$ cat src/rtl/dht_pkg.sv
// Shared DHT11 definitions: FSM encoding, default timing and frame layout.
package dht_pkg;

    // Sensor-side protocol states, in transmission order.
    typedef enum logic [2:0] {
        StIdle,
        StHostLow,
        StRespDly,
        StRespLow,
        StRespHigh,
        StBitLow,
        StBitHigh,
        StEndLow
    } dht_state_e;

    // Four data bytes plus checksum.
    localparam int unsigned FRAME_BITS = 40;

    // Default timing, in microseconds unless noted.
    localparam int unsigned DEF_CLK_PER_US   = 12;
    localparam int unsigned DEF_START_MIN_US = 18000;
    localparam int unsigned DEF_RESP_DLY_US  = 30;
    localparam int unsigned DEF_RESP_LOW_US  = 80;
    localparam int unsigned DEF_RESP_HIGH_US = 80;
    localparam int unsigned DEF_BIT_LOW_US   = 50;
    localparam int unsigned DEF_BIT0_HIGH_US = 27;
    localparam int unsigned DEF_BIT1_HIGH_US = 70;

    // Checksum byte: sum of the four data bytes, wrapping at 256.
    function automatic logic [7:0] dht_checksum(input logic [7:0] a, input logic [7:0] b,
                                                input logic [7:0] c, input logic [7:0] d);
        logic [7:0] sum;
        sum = a + b + c + d;
        return sum;
    endfunction

endpackage

$ cat src/rtl/dht_us_tick.sv
// Free-running divider producing a one-clock strobe every CLK_PER_US clocks.
module dht_us_tick
    import dht_pkg::*;
#(
    parameter int unsigned CLK_PER_US = DEF_CLK_PER_US
) (
    input  logic clk,
    input  logic rst_n,
    output logic tick
);

    localparam int unsigned DIV_W = (CLK_PER_US > 1) ? $clog2(CLK_PER_US) : 1;
    localparam logic [DIV_W-1:0] DIV_MAX = DIV_W'(CLK_PER_US - 1);

    logic [DIV_W-1:0] div_q, div_d;

    // Wrap the divider at CLK_PER_US-1.
    always_comb begin
        div_d = (div_q == DIV_MAX) ? '0 : div_q + 1'b1;
    end

    // Divider register; restarts at zero on reset.
    always_ff @(posedge clk or negedge rst_n) begin
        if (!rst_n) begin
            div_q <= '0;
        end else begin
            div_q <= div_d;
        end
    end

    assign tick = (div_q == DIV_MAX);

endmodule

$ cat src/rtl/dht11_responder.sv
// DHT11 sensor emulator: detects a host start pulse on DQ and answers with the
// handshake, 40 data bits MSB first and a closing end-low.
module dht11_responder
    import dht_pkg::*;
#(
    parameter int unsigned CLK_PER_US   = DEF_CLK_PER_US,
    parameter int unsigned START_MIN_US = DEF_START_MIN_US,
    parameter int unsigned RESP_DLY_US  = DEF_RESP_DLY_US,
    parameter int unsigned RESP_LOW_US  = DEF_RESP_LOW_US,
    parameter int unsigned RESP_HIGH_US = DEF_RESP_HIGH_US,
    parameter int unsigned BIT_LOW_US   = DEF_BIT_LOW_US,
    parameter int unsigned BIT0_HIGH_US = DEF_BIT0_HIGH_US,
    parameter int unsigned BIT1_HIGH_US = DEF_BIT1_HIGH_US
) (
    input  logic       clk,
    input  logic       rst_n,
    input  logic [7:0] hum_int,
    input  logic [7:0] hum_dec,
    input  logic [7:0] tmp_int,
    input  logic [7:0] tmp_dec,
    input  logic       dq_in,
    output logic       dq_oe,
    output logic       busy,
    output logic       frame_done
);

    localparam int unsigned CNT_W = $clog2(START_MIN_US + 1);
    localparam logic [CNT_W-1:0] CNT_MAX   = '1;
    localparam logic [CNT_W-1:0] START_MIN = CNT_W'(START_MIN_US);
    localparam logic [CNT_W-1:0] RESP_DLY  = CNT_W'(RESP_DLY_US);
    localparam logic [CNT_W-1:0] RESP_LOW  = CNT_W'(RESP_LOW_US);
    localparam logic [CNT_W-1:0] RESP_HIGH = CNT_W'(RESP_HIGH_US);
    localparam logic [CNT_W-1:0] BIT_LOW   = CNT_W'(BIT_LOW_US);
    localparam logic [CNT_W-1:0] BIT0_HIGH = CNT_W'(BIT0_HIGH_US);
    localparam logic [CNT_W-1:0] BIT1_HIGH = CNT_W'(BIT1_HIGH_US);
    localparam logic [5:0]       LAST_IDX  = 6'(FRAME_BITS - 1);

    dht_state_e            state_q, state_d;
    logic [CNT_W-1:0]      cnt_q, cnt_d;
    logic [FRAME_BITS-1:0] sr_q, sr_d;
    logic [5:0]            idx_q, idx_d;
    logic                  dq_meta_q, dq_sync_q;
    logic                  dq_oe_q, dq_oe_d;
    logic                  busy_q, busy_d;
    logic                  frame_done_q, frame_done_d;
    logic                  tick;

    dht_us_tick #(
        .CLK_PER_US(CLK_PER_US)
    ) u_us_tick (
        .clk  (clk),
        .rst_n(rst_n),
        .tick (tick)
    );

    // Two-flop synchronizer for the raw pin; resets to the idle (high) level.
    always_ff @(posedge clk or negedge rst_n) begin
        if (!rst_n) begin
            dq_meta_q <= 1'b1;
            dq_sync_q <= 1'b1;
        end else begin
            dq_meta_q <= dq_in;
            dq_sync_q <= dq_meta_q;
        end
    end

    // FSM state register.
    always_ff @(posedge clk or negedge rst_n) begin
        if (!rst_n) begin
            state_q <= StIdle;
        end else begin
            state_q <= state_d;
        end
    end

    // FSM next-state logic; the line is only watched in StIdle and StHostLow.
    always_comb begin
        state_d = state_q;
        unique case (state_q)
            StIdle:     if (!dq_sync_q) state_d = StHostLow;
            StHostLow:  if (dq_sync_q) state_d = (cnt_q >= START_MIN) ? StRespDly : StIdle;
            StRespDly:  if (cnt_q == RESP_DLY) state_d = StRespLow;
            StRespLow:  if (cnt_q == RESP_LOW) state_d = StRespHigh;
            StRespHigh: if (cnt_q == RESP_HIGH) state_d = StBitLow;
            StBitLow:   if (cnt_q == BIT_LOW) state_d = StBitHigh;
            StBitHigh: begin
                if (cnt_q == (sr_q[FRAME_BITS-1] ? BIT1_HIGH : BIT0_HIGH)) begin
                    state_d = (idx_q == '0) ? StEndLow : StBitLow;
                end
            end
            StEndLow:   if (cnt_q == BIT_LOW) state_d = StIdle;
            default:    state_d = StIdle;
        endcase
    end

    // Datapath next state: us counter, frame latch/shift and bit index.
    always_comb begin
        cnt_d = cnt_q;
        sr_d  = sr_q;
        idx_d = idx_q;
        if (state_d != state_q) begin
            cnt_d = '0;
        end else if (tick && (cnt_q != CNT_MAX)) begin
            cnt_d = cnt_q + 1'b1;
        end
        if ((state_q == StHostLow) && (state_d == StRespDly)) begin
            sr_d = {hum_int, hum_dec, tmp_int, tmp_dec,
                    dht_checksum(hum_int, hum_dec, tmp_int, tmp_dec)};
        end
        if ((state_q == StRespHigh) && (state_d == StBitLow)) begin
            idx_d = LAST_IDX;
        end
        if ((state_q == StBitHigh) && (state_d != StBitHigh)) begin
            sr_d  = {sr_q[FRAME_BITS-2:0], 1'b0};
            idx_d = (idx_q == '0) ? idx_q : idx_q - 1'b1;
        end
    end

    // Datapath registers.
    always_ff @(posedge clk or negedge rst_n) begin
        if (!rst_n) begin
            cnt_q <= '0;
            sr_q  <= '0;
            idx_q <= '0;
        end else begin
            cnt_q <= cnt_d;
            sr_q  <= sr_d;
            idx_q <= idx_d;
        end
    end

    // Output decode from the upcoming state so the registered outputs align with it.
    always_comb begin
        dq_oe_d      = state_d inside {StRespLow, StBitLow, StEndLow};
        busy_d       = !(state_d inside {StIdle, StHostLow});
        frame_done_d = (state_q == StEndLow) && (state_d == StIdle);
    end

    // Registered outputs keep DQ glitch-free.
    always_ff @(posedge clk or negedge rst_n) begin
        if (!rst_n) begin
            dq_oe_q      <= 1'b0;
            busy_q       <= 1'b0;
            frame_done_q <= 1'b0;
        end else begin
            dq_oe_q      <= dq_oe_d;
            busy_q       <= busy_d;
            frame_done_q <= frame_done_d;
        end
    end

    assign dq_oe      = dq_oe_q;
    assign busy       = busy_q;
    assign frame_done = frame_done_q;

endmodule

$ cat config.mk
export PLATFORM = sky130hd
export DESIGN_NAME = dht11_responder
export DESIGN_NICKNAME = d
export VERILOG_FILES = /design/src/rtl/dht_pkg.sv /design/src/rtl/dht_us_tick.sv /design/src/rtl/dht11_responder.sv
export SDC_FILE = /design/constraint.sdc
export NUM_CORES = 1
export LEC_CHECK = 0
export BUFFER_PORTS_ARGS = -buffer_cell sky130_fd_sc_hd__buf_2
export CAP_MARGIN = 20
export CORE_MARGIN = 2
export CORE_UTILIZATION = 35
export CTS_BUF_LIST = sky130_fd_sc_hd__clkbuf_4 sky130_fd_sc_hd__clkbuf_8 sky130_fd_sc_hd__clkbuf_16
export DETAILED_ROUTE_END_ITERATION = 7
export PLACE_DENSITY = 0.62
export SLEW_MARGIN = 20
export SYNTH_ARGS = -nofsm -noshare
export SYNTH_HDL_FRONTEND = slang
export SYNTH_HIERARCHICAL = 1
export SYNTH_SLANG_ARGS = --single-unit
$ cat constraint.sdc
create_clock -name clk -period 4.3 [get_ports clk]
set_clock_uncertainty 0.2 [all_clocks]
set_input_delay 0.645 -clock clk [delete_from_list [all_inputs] [get_ports clk]]
set_output_delay 0.645 -clock clk [all_outputs]
set_load 0.005 [all_outputs]
* Yosys cells after proc, flatten, opt, wreduce, memory -nomap -nowiden *
Index checks and enable logic that the tools add are counted.
Widths: inputs -> output; s select.

storage, ports and cells
  bits in registers = 73
  input port bits = 35

operators by class
  muxes and demuxes = 20
  add/subtract/negate cells = 6
  equality and inequality tests = 21
  $lt $le $gt $ge = 1
  reduce and logical (&&, ||, !) cells = 15

operators with widths
  cell                   count
  $mux 40                2
  $mux 15                2
  $add 8x8->8            3
  $mux 3                 8
  $pmux 3 s8             1
  $eq 3x3->1 const B     6
  $mux 6                 3
  $add 15x1->15 const B  1
  $eq 15x5->1 const B    1
  $eq 15x6->1 const B    1
  $eq 15x7->1            1
  $eq 15x7->1 const B    1
  $ge 15x15->1 const B   1
  $ne 15x15->1 const B   1
  $eq 3x2->1 const B     4
  $reduce_bool 2->1      4
  $mux 7                 1
  $eq 3x1->1 const B     2
  $logic_not 3->1        2
  $logic_not 6->1        1
  $sub 6x1->6 const B    1
  $logic_and 1x1->1      5
  $add 4x1->4 const B    1
  $eq 4x4->1 const B     1
  8 further kinds        9

* Logic depth before layout (Yosys ltp) *
Gate-level depths: netlist (run 1).

  depth after elaboration = 8
  depth in mapped cells = 11

* Cells and area by module *
Netlist (run 1), hierarchy kept.

modules (own cells, without submodules)
  module           area an instance (um^2)  instances  cells an instance  seq. area each (um^2)
  dht11_responder  4274.1                   1          484                1729.2
  dht_us_tick      180.2                    1          14                 100.1

* Worst setup path after synthesis (run 1) *
OpenSTA, ideal clock, no wires.

  path kind = input-to-reg
  from = in hum_int[1]
  to = reg sr_q[7]
  setup time = 138 ps
  cell stages on the path = 11
  data required time = 3962 ps
  buffers on the path = 0
  arrival time = 2963 ps
  slack = 999 ps
  path through = inv_1 > fa_1 > fa_1 > inv_1 > ha_1 > fa_1 > a21oi_1 > o211ai_1 > a21oi_1 > xnor2_1 > o211ai_1

between the ends
  word-level cells in the longest chain between the ends = 5

ends and longest elaborated chain
  what                      line                    RTL
  from (decl)               dht11_responder.sv:17   input logic [7:0] hum_int,
  $add 8x8->8 (3 in a row)  dht_pkg.sv:33           sum = a + b + c + d;
  $mux 40                   dht11_responder.sv:106  if ((state_q == StHostLow) && (state_d == StRespDly)) begin
  $mux 40                   dht11_responder.sv:113  if ((state_q == StBitHigh) && (state_d != StBitHigh)) begin
  to (signal assigned)      dht11_responder.sv:127  sr_q <= sr_d;
  to (decl)                 dht11_responder.sv:40   logic [FRAME_BITS-1:0] sr_q, sr_d;

Every way passes these cells. The select of a mux whose other input is x is not followed.
A chain may end at the register's enable or synchronous reset.

* Final worst setup path (run 1) *
Same ends and word-level chain as after synthesis.

==> results of run 1 <==
==> final cells by class <==
type,count,area (um2)
clock buffers,11,253
clock inverters,5,77.6
fillers,1281,7420
inverters,47,176
multi-input cells,351,2330
flip-flops and latches,73,1830
well taps,172,215
repair buffers,41,218
==> worst min-delay path by stage <==
stage,cells past startpoint,startpoint,to,slack [ps]
global route,0,dq_meta_q,dq_sync_q,170
global placement,0,dq_meta_q,dq_sync_q,150
CTS,0,dq_meta_q,dq_sync_q,170
finish,0,dq_meta_q,dq_sync_q,160
detailed placement,0,dq_meta_q,dq_sync_q,150
floorplan,0,rst_n,busy,150
==> routing by layer <==
metal | share of wire, % | routed length (um) | GRT usage [%] | up-vias
li1 | - | - | - | 1762
met1 | 46 | 4590 | 21.0 | 1732
met2 | 47 | 4690 | 25.5 | 93
met3 | 4.8 | 479 | 4.43 | 15
met4 | 1.7 | 172 | 5.88 | 0
met5 | 0 | 0 | 0 | -
==> power by group <==
part	internal [mW]	leakage, nW	switching, mW
clock network	0.537	0.162	0.286
registers	0.690	0.812	0.00338
logic	0.0952	1.29	0.128
total	1.32	2.27	0.418
==> per-stage QoR <==
step	setup slack [ps]	util, %	area (um2)	power [mW]
6_report	1090	40.7	5100	1.74
5_1_grt	941	40.7	5100	1.83
4_1_cts	1100	40.7	5100	1.77
3_5_place_dp	741	38.1	4770	0.931
3_3_place_gp	779	38.1	4770	0.927
2_1_floorplan	999	-	4450	0.860
==> worst max-delay path, cell delays in order <==
cell	delay, ps
sky130_fd_sc_hd__buf_2	100
sky130_fd_sc_hd__inv_1	50
sky130_fd_sc_hd__fa_1	490
sky130_fd_sc_hd__fa_1	510
sky130_fd_sc_hd__inv_1	40
sky130_fd_sc_hd__ha_1	230
sky130_fd_sc_hd__fa_1	410
sky130_fd_sc_hd__a21oi_1	210
sky130_fd_sc_hd__o211ai_1	120
sky130_fd_sc_hd__a21oi_1	180
sky130_fd_sc_hd__xnor2_1	130
sky130_fd_sc_hd__o211ai_1	90
==> registers in the layout, summed over array words and instances (netlist names) <==
register,count
state_q,3
dq_meta_q,1
dq_sync_q,1
sr_q,40
idx_q,6
u_us_tick/div_q,4
frame_done,1
dq_oe,1
cnt_q,15
busy,1
==> kinds of logic (layout without fill, tap and decap cells) <==
logic type	count (synthesis)	after routing	synth area share [%]
compound gates	90	90	13.5
flops	73	73	41.1
fa+ha+maj	27	27	9.94
simple gates	210	210	23.8
xor+xnor	22	22	4.33
mux	2	2	0.562
buf+inv	74	104	6.80
==> placed cells by master, fill, tap and decap left out, drive strengths merged, types with 2 or more instances in the layout <==
cell type,n
nand2,81
dfrtp,71
inv,47
nor2,45
buf,41
a31oi,34
nor3,22
nand3,17
xnor2,14
fa,14
a21oi,13
ha,13
nor4,11
clkbuf,11
o21ai,10
xor2,8
or3,8
nand4,6
o211ai,5
and3,4
a22oi,4
a211oi,4
o22a,3
o22ai,3
or4,3
or3b,2
nand4b,2
a211o,2
a41oi,2
o21a,2
and2,2
bufinv,2
clkinv,2
dfstp,2
a21boi,2
==> results.txt, run 1 <==
- Hold-fix buffers at CTS: 0
- Startpoint of the worst register-to-register path: cnt_q[9]
* Wire per inst: 14.2 um
- Synthesis produced ~500 cells.
* Global-route wire length before repair: approximately 17 mm
* Starting utilization of the core area: a little over a third
* Detailed-routing iteration count for the pre-antenna-repair pass: 5
* Antenna cell count: 0
* Maximum fanout count along the critical path: 3
- Crit path from: hum_int[1]
- STA puts the critical path data arrival time at roughly 3200 ps.
* Post-synth top area share: 39.9%
* Via count: about 3,600
- Result of the run: finished, final reports clean
- Counting along the longest clock path gives a buffer depth of 2.
- Startpoint type of the worst setup path: primary input
* Pins over their slew limit: 0
- Top-Level Pins: 38
* Final-report hold violation count: 0
- Counting the buffers created by CTS gives 9.
- Detail Route Antenna Nets: 0
* Wirelength, routed: 9.92 mm
* Category of the most critical setup path: in2reg
- In this run the power density over the cells is between 300 and 400 mW/mm2.
* Cell chosen for the clock root: sky130_fd_sc_hd__clkbuf_16
- Total number of clock tree sinks: 73
* End of the worst register-to-register path: idx_q[3]
- Clock latency on the worst-skew pair, taken at its later pin, is approximately 340 ps.
* Hold Crit Class: reg2reg
* Crit path capture: sr_q[7]
- F_max: between 300 and 400 MHz
- Summed over all cells, the static leakage comes to around 2.3 nW.
* Max-cap check violation count: 0
- Final hold analysis gives a worst-case slack of between 150 and 200 ps.
* Last weighted congestion value of the routability-driven placer: between 0.8 and 0.9
- The cell area that synthesis handed to floorplanning was between 0.004 and 0.005 mm2.
* Half-perimeter wire length of the detailed placement result: between 6 and 7 mm
- The number of global-route vias before repair was 3,539.
- The worst-case IR drop observed on VDD is around 0.00022 V.
* Count of distinct cell types in the synthesized netlist: 57
- Number of synthesis warnings: 6
- Placeable core region: about 0.013 mm2
* Standard-cell rows: 41
- Among all flip-flop cells after synthesis, the most frequent one is sky130_fd_sc_hd__dfrtp_1.
* Detailed Route Iter0 Violations: 182
- Largest net degree at the start of global routing: 77
- Of all cell types, the one taking the most synthesized area is sky130_fd_sc_hd__dfrtp_1.
- Sequential area share after synthesis: roughly 41%
* EDFF count, synth: 0
- Period Utilization, post-route: between 70% and 80%
- Remaining global-route overflow: 0
- For the final routed database, the setup TNS stands at 0 ps.
- Buffers inserted by post-CTS timing repair: 0
* Initial antenna violation count: 0
- Setup violations remaining at the end of the flow were counted as 0.
* Most instantiated library cell after synthesis: sky130_fd_sc_hd__nand2_1
- The number of placed instances, taps included, is a little under 700.
* Top area cells in the synthesized netlist: sky130_fd_sc_hd__dfrtp_1, sky130_fd_sc_hd__nand2_1, sky130_fd_sc_hd__fa_1
* Register bit total from synthesis: 73
- From bottom edge to top edge, the die measures about 120 um.
- From left edge to right edge, the die measures between 100 and 150 um.
- For the worst flop-to-flop path, the logic depth is 5.
* Proportion of synthesized flip-flops having asynchronous set or reset: 100%
- Layout Cells excl Fill: 700
* Unrepaired setup endpoints after global routing: false
* Flop-to-flop setup slack: 1160 ps
- After detailed routing, the number of remaining DRC violations is 0.
* Most instantiated cells after synthesis: sky130_fd_sc_hd__nand2_1, sky130_fd_sc_hd__dfrtp_1, sky130_fd_sc_hd__inv_1, sky130_fd_sc_hd__nor2_1, sky130_fd_sc_hd__a31oi_1
- Area Growth Syn to Fin: 14.5%
* Overall routing resource usage: ~16%
* Slew HR: around 36%
* Clock tree from TritonCTS: done
- Number of port buffers: 37
* Die ar.: about 0.014 mm2
- Syn_nets: 560
- STA classifies the critical path endpoint as a register.
* Via-per-instance ratio: 5.15
- H-tree levels: 3
- Post-cts repair resize count: 0
- In the final layout, the share of cells above drive strength 1 is 15.3%.
- For the pin with the worst max-slew slack, the measured transition is slightly below 1000 ps.
- Final period demand of the worst path: approximately 3200 ps
* Mean area per synthesized cell: roughly 9 um2
* Nets: about 590
- After clock tree synthesis, the clock-pin slew on the worst setup and hold paths is approximately 60 ps.
- At the worst endpoint, the required time is between 4000 and 5000 ps.
(Power assumes the default switching activity.)
==> run 2: changes to the inputs <==
==> constraint.sdc (replaced) <==
create_clock -name clk -period 3 [get_ports clk]
set_clock_uncertainty 0.2 [all_clocks]
set_input_delay 0.45 -clock clk [delete_from_list [all_inputs] [get_ports clk]]
set_output_delay 0.45 -clock clk [all_outputs]
set_load 0.005 [all_outputs]
==> run 2 against run 1 <==
Compared with the run above: via count about the same; power up 40%; cell count increased by 2.1%; non-clock buffer count is 15 higher; routed wire length is 0.16% higher; sequential power up 43%; critical path type unchanged.
==> results.txt, run 2 (synthesis results as in run 1) <==
- Pins over their slew limit: 0 (unchanged)
* Instance count after placement with tap cells included: 698 (was 684)
* Half-perimeter wire length of the detailed placement result: 7.03 mm (was 6.72 mm)
- The clock-pin slew of the registers on the worst-case setup and hold paths is 50 ps (was 60 ps).
- Arrival @ worst endpoint: 2860 ps (was 3210 ps)
- Flop-to-flop setup slack: 150 ps (was 1160 ps)
- Maximum fanout count along the critical path: 2 (was 3)
- The relative slew slack was 38.1% (was 35.9%).
- The global placement routability congestion is 0.807 (was 0.874).
- The die area is 0.0136 mm2 (unchanged).
- Largest registers ranked by flip-flop count: sr_q (40), cnt_q (15), idx_q (6) (unchanged).
* Period Utilization, post-route: about 96%
- Detail Route Antenna Nets: 0 (unchanged)
- Count of buffer and inverter cells on the critical path: 3 (unchanged)
* Setup crit end kind: register (unchanged)
* Area Growth Syn to Fin: 17.1% (was 14.5%)
- The routed design could run at a clock period as short as 2870 ps.
* Cell chosen for the clock root: sky130_fd_sc_hd__clkbuf_16 (unchanged)
- Final setup violating endpoints: 0 (unchanged)
* Skew-Pair Late Insertion Delay: 340 ps (about the same)
- The maximum count of clock buffers along a single path was 2 (unchanged).
* Total area of multi-input combinational cells: 0.00235 mm2 (was 0.00233 mm2)
- The area of the core region is 0.0125 mm2 (unchanged).
- The number of vias in the routed layout is 3,603 (was 3,602).
- Number of port buffers: 37 (unchanged)
- The post-cts resize count is 0 (unchanged).
* Category of the most critical setup path: in2reg (unchanged)
- The number of antenna cells inserted is 0 (unchanged).
* Worst Hold Margin: 62.2 ps (was 163 ps)
- The worst slack at placement came to -242 ps (was 741 ps).
- Layout Cells excl Fill: 715 (was 700)
- Result of the run: finished, final reports clean (unchanged).
* Top delay family on crit path: adder cells (unchanged)
* Startpoint type of the worst setup path: primary input (unchanged)
- Wire per inst: 13.9 um (was 14.2 um)
* Hold Crit Class: in2async (was reg2reg)
* Final-layout fill cell count: 1,263 (was 1,281)
- The final routed wirelength across all metal layers came to 9.94 mm (was 9.92 mm).
- The worst voltage drop across the vdd grid is 0.000254 V (was 0.000225 V).
* Nets: 600 (was 585)
* Buffers inserted by post-CTS timing repair: 0 (unchanged)
- Most common cell after layout, fill and taps aside: sky130_fd_sc_hd__nand2_1 (unchanged)
* Largest stage delay on the critical path: 490 ps (was 510 ps)
- The count of TritonRoute iterations in the first routing pass came to 4 (was 5).
* Starting utilization of the core area: 35.6% (unchanged)
- The remaining design rule violation count is 0 (unchanged).
* Most frequent cells in the layout: sky130_fd_sc_hd__nand2_1, sky130_fd_sc_hd__dfrtp_1, sky130_fd_sc_hd__inv_1, sky130_fd_sc_hd__nor2_1, sky130_fd_sc_hd__buf_2 (unchanged)
- Areal power density over the cells: 467 mW/mm2 (was 341 mW/mm2)
- The clock sink count is 73 (unchanged).
- Leakage power: 2.33 nW (was 2.27 nW)
- Chip Width: 117 um (unchanged)
- Global-route wire length before repair: 17.2 mm (was 17.1 mm)
- The total routing usage reported by global routing came to 16.1% (was 16.0%).
- The final setup slack of the worst path came to 130 ps (was 1090 ps).
* Cell Chain, Critical Path: buf_2 > inv_1 > fa_1 > fa_1 > inv_1 > ha_4 > fa_2 > a21oi_2 > o211ai_1 > a21oi_1 > xnor2_1 > o211ai_1 (was buf_2 > inv_1 > fa_1 > fa_1 > inv_1 > ha_1 > fa_1 > a21oi_1 > o211ai_1 > a21oi_1 > xnor2_1 > o211ai_1)
- The via-per-instance ratio is 5.04 (was 5.15).
* Critical Path Slowest Stage Cell: sky130_fd_sc_hd__fa_1 (unchanged)
- Unrepaired setup endpoints after global routing: false (unchanged)
- The number of violations of the max-capacitance limit is 0 (unchanged).
* Largest net degree at the start of global routing: 74 (was 77)
* Standard-cell rows: 41 (unchanged)
- The required time of the critical path is 2990 ps (was 4300 ps).
- The clock tree from TritonCTS is done (unchanged).
* Vert. Die Dim: 117 um (unchanged)
- Initial antenna violation count: 0 (unchanged)
* Layout cells sized above 1: 18.0% (was 15.3%)
* Transition time at the pin with the least slew margin: 929 ps (was 962 ps)
- Detailed Route Iter0 Violations: 255 (was 182)
- Cts bufs inserted: 9 (unchanged)
- F_max: about 350 MHz
- Flip-flop count of the largest register after layout: 40 (unchanged)
- The total power came to 2.44 mW (was 1.74 mW).
- The number of global-route vias before repair is 3,576 (was 3,539).
- The count of endpoints failing hold in the final timing report is 0 (unchanged).
- The maximum level of the CTS H-tree is 3 (unchanged).
* Top-Level Pins: 38 (unchanged)
- Area taken by flip-flops and latches: 0.00183 mm2 (unchanged)
- The aggregate global routing overflow was 0 (unchanged).
- Biggest register: sr_q (unchanged)
run 2: cell type report:
| cell class | count | share of cell area [%] |
|---|---|---|
| sequential | 73 | 35.1 |
| clock inverter | 5 | 1.06 |
| timing repair buffer | 56 | 6.62 |
| clock buffer | 11 | 4.72 |
| multi-input combinational | 351 | 45.0 |
| tap | 172 | 4.12 |
| inverter | 47 | 3.38 |
run 2: power breakdown:
part | switching (mW) | internal, mW
clock | 0.411 | 0.672
combinational | 0.196 | 0.167
sequential | 0.00297 | 0.989
run 2: worst reg2reg max path, cell delays in order, from the launching register on:
cell	delay [ps]
sky130_fd_sc_hd__dfrtp_1	440
sky130_fd_sc_hd__or4_4	580
sky130_fd_sc_hd__or4_4	570
sky130_fd_sc_hd__or3_4	410
sky130_fd_sc_hd__buf_4	260
sky130_fd_sc_hd__o22ai_1	200
sky130_fd_sc_hd__nor2_1	70
run 2: stage by stage:
stage	instance area [um2]	setup TNS (ps)	util, %
2_1_floorplan	4470	0	-
3_3_place_gp	4910	-304	39.2
3_5_place_dp	4910	-559	39.2
4_1_cts	5210	0	41.6
5_1_grt	5220	0	41.7
6_report	5220	0	41.7
run 2: worst paths after layout:
check / cells after the start / startpoint / endpoint
worst max-delay path: 12 / hum_dec[1] / sr_q[7]
worst min-delay path: 1 / rst_n / idx_q[0]
worst max register to register: 6 / cnt_q[9] / sr_q[3]
worst min register to register: 0 / dq_meta_q / dq_sync_q
max in group asynchronous: 1 / rst_n / cnt_q[9]
min in group clk: 0 / dq_meta_q / dq_sync_q
run 2: timing repair:
action	in CTS	in global routing
endpoints found under the hold margin	0	1
setup endpoints to repair	0	0
hold buffers	0	1
run 2: metal layers:
layer	GRT usage, %	wire length (um)
met5	0	0
met3	4.07	436
met2	26.3	4690
met1	21.0	4740
met4	5.02	69
